--- src/rtl/uart_fabric_pkg.sv ---
// Shared types and constants for the fabric-side UART blocks.
package uart_fabric_pkg;

    localparam int unsigned OVERSAMPLE = 16;
    localparam int unsigned DATA_BITS  = 8;

    typedef enum logic [2:0] {
        IDLE,
        START,
        DATA,
        PARITY,
        STOP,
        BREAK
    } rx_state_t;

    // Clocks per oversample tick; a too-fast baud request still yields one tick per clock.
    function automatic int unsigned baud_divisor(input int unsigned clk_hz,
                                                 input int unsigned baud);
        int unsigned d;
        d = clk_hz / (baud * OVERSAMPLE);
        return (d == 0) ? 1 : d;
    endfunction

endpackage

--- src/rtl/uart_fabric_rx_baud_tick.sv ---
// Oversample tick generator: free-running divisor counter, synchronously restartable.
module uart_baud_tick #(
    parameter int unsigned DIVISOR = 1
) (
    input  logic clk,
    input  logic rst_n,
    input  logic restart,
    output logic tick
);

    localparam int unsigned CNT_W = (DIVISOR > 1) ? $clog2(DIVISOR) : 1;
    localparam logic [CNT_W-1:0] LAST = CNT_W'(DIVISOR - 1);

    logic [CNT_W-1:0] cnt;

    always_ff @(posedge clk or negedge rst_n) begin
        if (!rst_n) begin
            cnt <= '0;
        end else if (restart || (cnt == LAST)) begin
            cnt <= '0;
        end else begin
            cnt <= cnt + 1'b1;
        end
    end

    assign tick = (cnt == LAST);

endmodule

--- src/rtl/uart_fabric_rx.sv ---
// Fabric UART receiver: 16x oversampled, 3-sample majority vote, valid/ready holding register.
// Optional parity bit compiled in with `define UART_RX_PARITY_EN.
module uart_fabric_rx
    import uart_fabric_pkg::*;
#(
    parameter int unsigned CLK_FREQ_HZ = 50000000,
    parameter int unsigned BAUD        = 115200,
    parameter int unsigned PARITY_ODD  = 0
) (
    input  logic       CLK0,
    input  logic       DEVRST_N,
    input  logic       RX,
    output logic [7:0] RX_DATA,
    output logic       RX_VALID,
    input  logic       RX_READY,
    output logic       FRAMING_ERR,
    output logic       OVERRUN_ERR,
    output logic       PARITY_ERR,
    output logic       BUSY
);

    localparam int unsigned DIVISOR = baud_divisor(CLK_FREQ_HZ, BAUD);

    rx_state_t  state, state_nxt;
    logic [3:0] s_cnt, s_nxt;
    logic [2:0] bit_idx, bit_nxt;
    logic       rx_p0, rx_p1;
    logic       samp7, samp8;
    logic       tick, restart, maj, mid, last_tick;
    logic       done_c, ferr_c, shift_en, par_err_c;
    logic [7:0] shreg;

    uart_baud_tick #(.DIVISOR(DIVISOR)) u_baud_tick (
        .clk     (CLK0),
        .rst_n   (DEVRST_N),
        .restart (restart),
        .tick    (tick)
    );

    // Stage p0/p1: metastability synchroniser, idle-high out of reset
    always_ff @(posedge CLK0 or negedge DEVRST_N) begin
        if (!DEVRST_N) begin
            rx_p0 <= 1'b1;
            rx_p1 <= 1'b1;
        end else begin
            rx_p0 <= RX;
            rx_p1 <= rx_p0;
        end
    end

    assign maj       = (samp7 & samp8) | (samp7 & rx_p1) | (samp8 & rx_p1);
    assign mid       = tick && (s_cnt == 4'd9);
    assign last_tick = tick && (s_cnt == 4'd15);
    assign BUSY      = (state != IDLE);

    always_comb begin
        state_nxt = state;
        s_nxt     = s_cnt;
        bit_nxt   = bit_idx;
        restart   = 1'b0;
        done_c    = 1'b0;
        ferr_c    = 1'b0;
        shift_en  = 1'b0;
        if (tick && (state inside {START, DATA, PARITY, STOP}))
            s_nxt = s_cnt + 4'd1;
        case (state)
            IDLE: begin
                if (!rx_p1) begin
                    state_nxt = START;
                    s_nxt     = 4'd0;
                    restart   = 1'b1;
                end
            end
            START: begin
                if (mid && maj) begin
                    state_nxt = IDLE;
                end else if (last_tick) begin
                    state_nxt = DATA;
                    bit_nxt   = 3'd0;
                end
            end
            DATA: begin
                shift_en = mid;
                if (last_tick) begin
                    if (bit_idx == 3'(DATA_BITS - 1)) begin
`ifdef UART_RX_PARITY_EN
                        state_nxt = PARITY;
`else
                        state_nxt = STOP;
`endif
                    end else begin
                        bit_nxt = bit_idx + 3'd1;
                    end
                end
            end
`ifdef UART_RX_PARITY_EN
            PARITY: begin
                if (last_tick)
                    state_nxt = STOP;
            end
`endif
            STOP: begin
                // Leave at mid-stop so a back-to-back start edge is not missed
                if (mid) begin
                    if (maj) begin
                        done_c    = 1'b1;
                        state_nxt = IDLE;
                    end else begin
                        ferr_c    = 1'b1;
                        state_nxt = BREAK;
                    end
                end
            end
            BREAK: begin
                if (rx_p1)
                    state_nxt = IDLE;
            end
            default: state_nxt = IDLE;
        endcase
    end

    always_ff @(posedge CLK0 or negedge DEVRST_N) begin
        if (!DEVRST_N) begin
            state   <= IDLE;
            s_cnt   <= 4'd0;
            bit_idx <= 3'd0;
            samp7   <= 1'b1;
            samp8   <= 1'b1;
        end else begin
            state   <= state_nxt;
            s_cnt   <= s_nxt;
            bit_idx <= bit_nxt;
            if (tick && (s_cnt == 4'd7))
                samp7 <= rx_p1;
            if (tick && (s_cnt == 4'd8))
                samp8 <= rx_p1;
        end
    end

    always_ff @(posedge CLK0) begin
        if (shift_en)
            shreg <= {maj, shreg[7:1]};
    end

`ifdef UART_RX_PARITY_EN
    logic par_bit;

    always_ff @(posedge CLK0) begin
        if ((state == PARITY) && mid)
            par_bit <= maj;
    end

    assign par_err_c = (^{shreg, par_bit}) != (PARITY_ODD != 0);
`else
    logic unused_parity_cfg;
    assign unused_parity_cfg = (PARITY_ODD != 0);
    assign par_err_c         = 1'b0;
`endif

    // Stage p2: holding register and error pulses
    always_ff @(posedge CLK0 or negedge DEVRST_N) begin
        if (!DEVRST_N) begin
            RX_DATA     <= 8'h00;
            RX_VALID    <= 1'b0;
            FRAMING_ERR <= 1'b0;
            OVERRUN_ERR <= 1'b0;
            PARITY_ERR  <= 1'b0;
        end else begin
            FRAMING_ERR <= ferr_c;
            OVERRUN_ERR <= 1'b0;
            PARITY_ERR  <= 1'b0;
            if (done_c && (!RX_VALID || RX_READY)) begin
                RX_DATA    <= shreg;
                RX_VALID   <= 1'b1;
                PARITY_ERR <= par_err_c;
            end else begin
                if (done_c)
                    OVERRUN_ERR <= 1'b1;
                if (RX_VALID && RX_READY)
                    RX_VALID <= 1'b0;
            end
        end
    end

endmodule

--- config.mk ---
export PLATFORM = sky130hd
export DESIGN_NAME = uart_fabric_rx
export DESIGN_NICKNAME = d
export VERILOG_FILES = /design/src/rtl/uart_fabric_pkg.sv /design/src/rtl/uart_fabric_rx_baud_tick.sv /design/src/rtl/uart_fabric_rx.sv
export SDC_FILE = /design/constraint.sdc
export NUM_CORES = 1
export LEC_CHECK = 0
export CORE_UTILIZATION = 55
export DETAILED_ROUTE_END_ITERATION = 10
export GPL_TIMING_DRIVEN = 0
export PLACE_DENSITY = 0.77
export SYNTH_ARGS = -nofsm -noshare
export SYNTH_HDL_FRONTEND = slang
export SYNTH_HIERARCHICAL = 1
export SYNTH_SLANG_ARGS = --single-unit
--- constraint.sdc ---
create_clock -name CLK0 -period 2.6 [get_ports CLK0]
set_input_delay 0.52 -clock CLK0 [delete_from_list [all_inputs] [get_ports CLK0]]
set_output_delay 0.52 -clock CLK0 [all_outputs]
set_load 0.02 [all_outputs]
==> results by group <==
Clocking
  – CTS tree: done
  – Worst-path clk slew: 0.12 ns
  – CTS Buf Count: 5
  – Clock sinks: 38
  – Clk_lat worst skew: 0.34 ns
  – Root Driver: clkbuf_4
  – CTS H-tree depth: 2
  – CTS Hold Bufs: 0
  – Clock Tree Buf Depth: 2

Logic synthesis
  – Synth Area in Adders: 5.31%
  – Post-synth top area share: 34.9%
  – Mapped Nets: 153
  – Post-synthesis sequential area ratio: 53.5%
  – Mapped Area: 1860 um2
  – EDFF count, synth: 8
  – Post-Synth Simple-Gate Area: 17.3%
  – Top post-synthesis cells by area: dfrtp_1, edfxtp_1, mux2_4
  – Fraction of registers with async set/reset: 78.9%
  – Synth Area in XOR/XNOR: 0.470%
  – Largest family of logic cells by synthesized area: simple AND/OR/NAND/NOR gates
  – Synthesized instance count: 142
  – Synth Area in Compound Gates: 10.8%
  – Mux cell area share after synthesis: 8.87%
  – FF+latch count, synth: 38
  – Top_reg_cell synth: dfrtp_1
  – Syn_area_per_cell: 13.1 um2
  – Distinct cells, synth: 52
  – YS warnings: 6
  – Post-synth top area cell: dfrtp_1

Setup path
  – WS Path Type: flop to flop
  – Crit path capture type: flop
  – CP max FO: 13
  – Arrival time worst endpoint: 2.28 ns
  – CP required: 2.58 ns
  – Startpoint types: flop
  – FF-to-FF setup slack: 0.30 ns

Place
  – Final HPWL DP: 2160 um
  – IO Port Bufs: 15
  – Gpl congestion: 0.792
  – Area after DPL: 2070 um2

Die
  – Initial core utilization: 59.5%
  – Die X: 60.2 um
  – Die Span Y: 60.2 um
  – Core area: 3130 um2
  – Rows: 20
  – I/O pins: 17
  – Total Die Area: 3620 um2

Global route
  – Overflow after GRT: 0
  – First-pass GRT wire length: 5320 um
  – Vias in the first global route: 1,158
  – Gr usage total: 20.4%
  – Pin count of the biggest net entering global routing: 31
  – Antenna violations before repair: 0

Power
  – Sw power: 208 uW
  – Leak: 0.000922 uW
  – Internal Power: 715 uW
  – Worst ir drop on vdd: 0.222 mV
  – Logic pwr share: 2.1%
  – Power Dens Cells: 436 nW/um2
  – Sequential share of power: 66.0%
  – Sw Share: 22.5%
  – Clock share of power: 31.9%

STA
  – Achievable Freq: 435 MHz
  – Max_slew headroom: 52.9%
  – Worst clock skew: 0.00676 ns
  – Worst-margin pin slew: 0.706 ns
  – Final Max Tran Viols: 0
  – Final critical-path share of the clock period: 88.4%
  – # setup viols final: 0
  – Setup TNS: 0 ns
  – Min Tclk post-route: 2.30 ns
  – RSZ-0062 raised after global routing: no
  – Final Hold Viols: 0

Finish
  – Area growth, synth to finish: 13.8%
  – NumNets Final: 175
  – Share of cells above drive strength 1: 24.8%
  – Final core utilization: 67.7%
  – Antenna diodes: 0
  – Most frequent cells in the layout: dfrtp_1, clkdlybuf4s50_1, a21oi_1, nor2_1
  – Commonest non-fill, non-tap cell in the layout: dfrtp_1
  – Final instance area: 2120 um2

Detailed routing
  – DR DRC count: 0
  – Total Wirelength: 3120 um
  – Initial DRT Pass Iterations: 4
  – DR vias: 1,208
  – Drt via density: 5.78
  – Routed WL per cell: 14.9 um
  – DR iter-0 viols: 79
  – Post-DRT Antenna Nets: 0

Outcome
  – Status: finished, final reports clean

Min path
  – Worst Hold Class: primary input to asynchronous set/reset pin

Run
  – Number of max-cap violations: 0
through the flow:
step / cells / power (uW) / hold slack (ns) / worst slack [ns]
finish: 209 / 923 / 0.199 / 0.301
global route: 209 / 972 / 0.220 / 0.171
CTS: 209 / 935 / 0.364 / 0.00805
detailed placement: 201 / 642 / 0.348 / 0.315
global placement: 201 / 642 / 0.349 / 0.359
floorplan: 142 / 627 / 0.224 / 0.508
what timing repair did:
item	in CTS	in global routing
buffers inserted	0	0
endpoints found under the setup margin	0	1
resized for setup	0	1
critical path, cell delays in order, from the launching register on:
cell	delay (ns)
dfrtp_1	0.43
inv_1	0.07
ha_1	0.14
and4b_1	0.21
buf_6	0.16
and4b_4	0.32
nor2b_1	0.60
power groups by stage:
stage | Clock, uW | Sequential, uW | Combinational [uW]
final | 295 | 609 | 19.3
after global routing | 340 | 610 | 21.8
after CTS | 305 | 609 | 20.8
after detailed placement | 0 | 621 | 20.8
after global placement | 0 | 621 | 20.6
after floorplan | 0 | 621 | 6.18
final timing paths:
| check | startpoint | end | depth (start not counted) |
|---|---|---|---|
| worst max-delay path | u_baud_tick/cnt[0] | shreg[1] | 6 |
| worst min-delay path | DEVRST_N | RX_DATA[7] | 1 |
| worst max register to register | u_baud_tick/cnt[0] | shreg[1] | 6 |
| worst min register to register | rx_p0 | rx_p1 | 0 |
| max in group asynchronous | DEVRST_N | OVERRUN_ERR | 1 |
| min in group CLK0 | rx_p0 | rx_p1 | 0 |
state kept, by name, summed over array words and instances (netlist names):
| register | count |
|---|---|
| RX_DATA | 8 |
| shreg | 8 |
| u_baud_tick/cnt | 5 |
| s_cnt | 4 |
| bit_idx | 3 |
| state | 3 |
| FRAMING_ERR | 1 |
| OVERRUN_ERR | 1 |
| RX_VALID | 1 |
| rx_p0 | 1 |
| rx_p1 | 1 |
| samp7 | 1 |
| samp8 | 1 |
layer usage:
| metal | track usage (%) | vias up | wire [um] |
|---|---|---|---|
| met5 | 0 | - | 0 |
| met4 | 6.98 | 0 | 43 |
| met3 | 6.06 | 5 | 130 |
| met2 | 33.4 | 24 | 1510 |
| met1 | 25.5 | 609 | 1430 |
| li1 | - | 570 | - |
logic make-up after synthesis:
family,count (synthesis)
mux,12
compound gates,28
flops,38
buf+inv,11
fa+ha+maj,8
other cells,1
simple gates,43
xor+xnor,1
final cells by class:
class                           count  area, um2
Timing Repair Buffer               15        148
Sequential cell                    38        996
Buffer                              8       56.3
Inverter                            3       11.3
Clock inverter                      3       16.3
Multi-Input combinational cell     93        798
Clock buffer                        5       37.5
Fill cell                         241       1010
Tap cell                           44       55.1
synth_stat cells (2+ instances only):
cell type / n
nor2_1: 9
nor3_1: 4
nand3_1: 3
buf_2: 3
dfrtp_1: 26
dfstp_2: 4
a22o_1: 2
nor2b_1: 2
buf_6: 2
buf_4: 2
edfxtp_1: 8
or3b_1: 2
inv_1: 3
a21oi_1: 9
and2_1: 2
and4_2: 2
nor4_4: 2
or3_1: 2
o21ai_1: 4
and4_1: 2
mux2_4: 8
mux2_2: 3
o21bai_1: 2
a211oi_1: 2
ha_1: 7
Note: power is estimated with default switching activity, not from simulation.
==> RTL change (config.mk and constraints unchanged) <==
Put one more register stage on the output `PARITY_ERR`, with the module's reset. The value now appears one clock later. The other outputs are not delayed to match.
--- a/src/rtl/uart_fabric_rx.sv
+++ b/src/rtl/uart_fabric_rx.sv
@@ -22,2 +22,4 @@
     localparam int unsigned DIVISOR = baud_divisor(CLK_FREQ_HZ, BAUD);
+
+    logic PARITY_ERR_s0;
 
@@ -166,3 +168,3 @@
             OVERRUN_ERR <= 1'b0;
-            PARITY_ERR  <= 1'b0;
+            PARITY_ERR_s0 <= 1'b0;
         end else begin
@@ -170,3 +172,3 @@
             OVERRUN_ERR <= 1'b0;
-            PARITY_ERR  <= 1'b0;
+            PARITY_ERR_s0 <= 1'b0;
             if (done_c && (!RX_VALID || RX_READY)) begin
@@ -174,3 +176,3 @@
                 RX_VALID   <= 1'b1;
-                PARITY_ERR <= par_err_c;
+                PARITY_ERR_s0 <= par_err_c;
             end else begin
@@ -184,2 +186,10 @@
 
+    always_ff @(posedge CLK0 or negedge DEVRST_N) begin
+        if (!DEVRST_N) begin
+            PARITY_ERR <= '0;
+        end else begin
+            PARITY_ERR <= PARITY_ERR_s0;
+        end
+    end
+
 endmodule
Function: kept (Yosys induction, for registers that start in step).
==> RTL change against the original RTL <==
  * Sequential cell count did not move
  * Synthesized area shrank 4.7%
  * Total power grew 22%
  * Count of clock-buffer cells in the layout unchanged
  * Register-to-register slack worse by 0.04 ns
  * Wire length fell by 6.9%
  * Sequential power about the same
  * First-iteration DRC count decreased by 13%
  * Final area down 1.8%
  * Core utilization grew 0.44 points
  * Worst setup slack got worse by 0.16 ns
  * Combinational power is 3% lower
  * Final cell count decreased by 2.9%
  * Largest power group unchanged
  * Highest routed layer unchanged
==> RTL change: results (changes against the original RTL) <==
Status
  • Status: finished, final reports clean

Logic synthesis
  • Synth top area cells: dfrtp_1 (37%), edfxtp_1 (14%), mux2_2 (6.3%), dfstp_2 (5.9%), ha_1 (4.9%)
  • Post-synthesis compound-gate area fraction: 0.1093 (+0.001782)
  • XOR/XNOR Fraction of Synth Area: 0.004937 (+0.0002322)
  • Mapped Nets: 147 (-3.9%)
  • Post-synth top cells: dfrtp_1 (26), a21oi_1 (10), mux2_2 (10)
  • Synth unique cells: 44 (-15%)
  • Top cell type's share of synthesized area: 0.3667 (+0.01725)
  • Synth Area in Adders: 0.05712 (+0.004031)
  • Mapped Cells: 136 (-4.2%)
  • Seq/Total Area, Yosys: 0.5614 (+0.02641)

Cells and area
  • Top Registers: RX_DATA (8), shreg (8), u_baud_tick/cnt (5)
  • Net count, final: 169 (-3.4%)
  • Share of layout cells above drive strength 1: 0.2390 (-0.009491)

Worst setup path
  • Worst Reg-to-Reg Cells: 9 (+3)
  • R2r setup slk: 0.26 ns (-0.04 ns)
  • FF-to-FF End: RX_DATA[7]
  • CP max FO: 8 (-5)
  • CP Capture Point: BUSY
  • Worst Path Arrival: 1.94 ns (-0.34 ns)

Detailed routing
  • DRT met1 WL: 1321 um (-7.8%)
  • Vias per inst: 5.567 (-3.7%)
  • Wire per inst: 14.32 um (-4.1%)
  • Detail Route met2 WL: 1433 um (-5.4%)
  • WL final: 2907 um (-6.9%)
  • Met3 Routed Length: 104 um (-20%)

Power
  • Comb power frac: 0.017 (-0.004)
  • Power Internal: 915.5 uW (+28%)
  • Peak supply drop: 0.2945 mV (+33%)
  • Leakage: 0.0009103 uW (-1.3%)

Place
  • Placed cells: 195 (-3.0%)
  • Dpl ws: 0.2973 ns (-0.01735 ns)
  • Global placer's final weighted congestion: 0.7727 (-2.5%)
  • Post-detail-place hpwl: 2069 um (-4.3%)
  • Placed inst area: 1979 um^2 (-4.2%)

STA
  • Hold WS: 0.1916 ns (-0.006977 ns)
  • Max-slew headroom: 0.5635 (+0.03488)
  • Fmax: 0.4067 GHz (-6.5%)
  • Max Clock Skew: 0.002731 ns (-0.004030 ns)

Global routing
  • Global-route wire length before repair: 5023 um (-5.6%)
  • Vias in the first global route: 1118 (-3.5%)
[RTL change: cell count changes after synthesis, sizes merged, moves of 3 or more]
cell,delta
nand2,+6
inv,+3
o21ai,-3
buf,-3
[RTL change: per-layer routing]
| metal | track usage | up-vias |
|---|---|---|
| li1 | - | 544 |
| met1 | 0.2522 | 557 |
| met2 | 0.3231 | 23 |
| met3 | 0.05275 | 6 |
| met4 | 0.08163 | 0 |
| met5 | 0 | - |
[RTL change: critical path, stage by stage, from the launching register on]
cell and delay [ns]:
dfrtp_1 0.53, inv_1 0.16, nand2_1 0.25, clkdlybuf4s50_1 0.66
[RTL change: area by class of cell]
class,count,area (um^2),share of cell area
sequential,38,996.0,0.4787
multi-input combinational,88,720.7,0.3464
timing repair buffer,15,145.1,0.06975
clock inverter,3,68.82,0.03307
tap,44,55.05,0.02646
clock buffer,5,37.54,0.01804
buffer,4,35.03,0.01684
inverter,6,22.52,0.01082
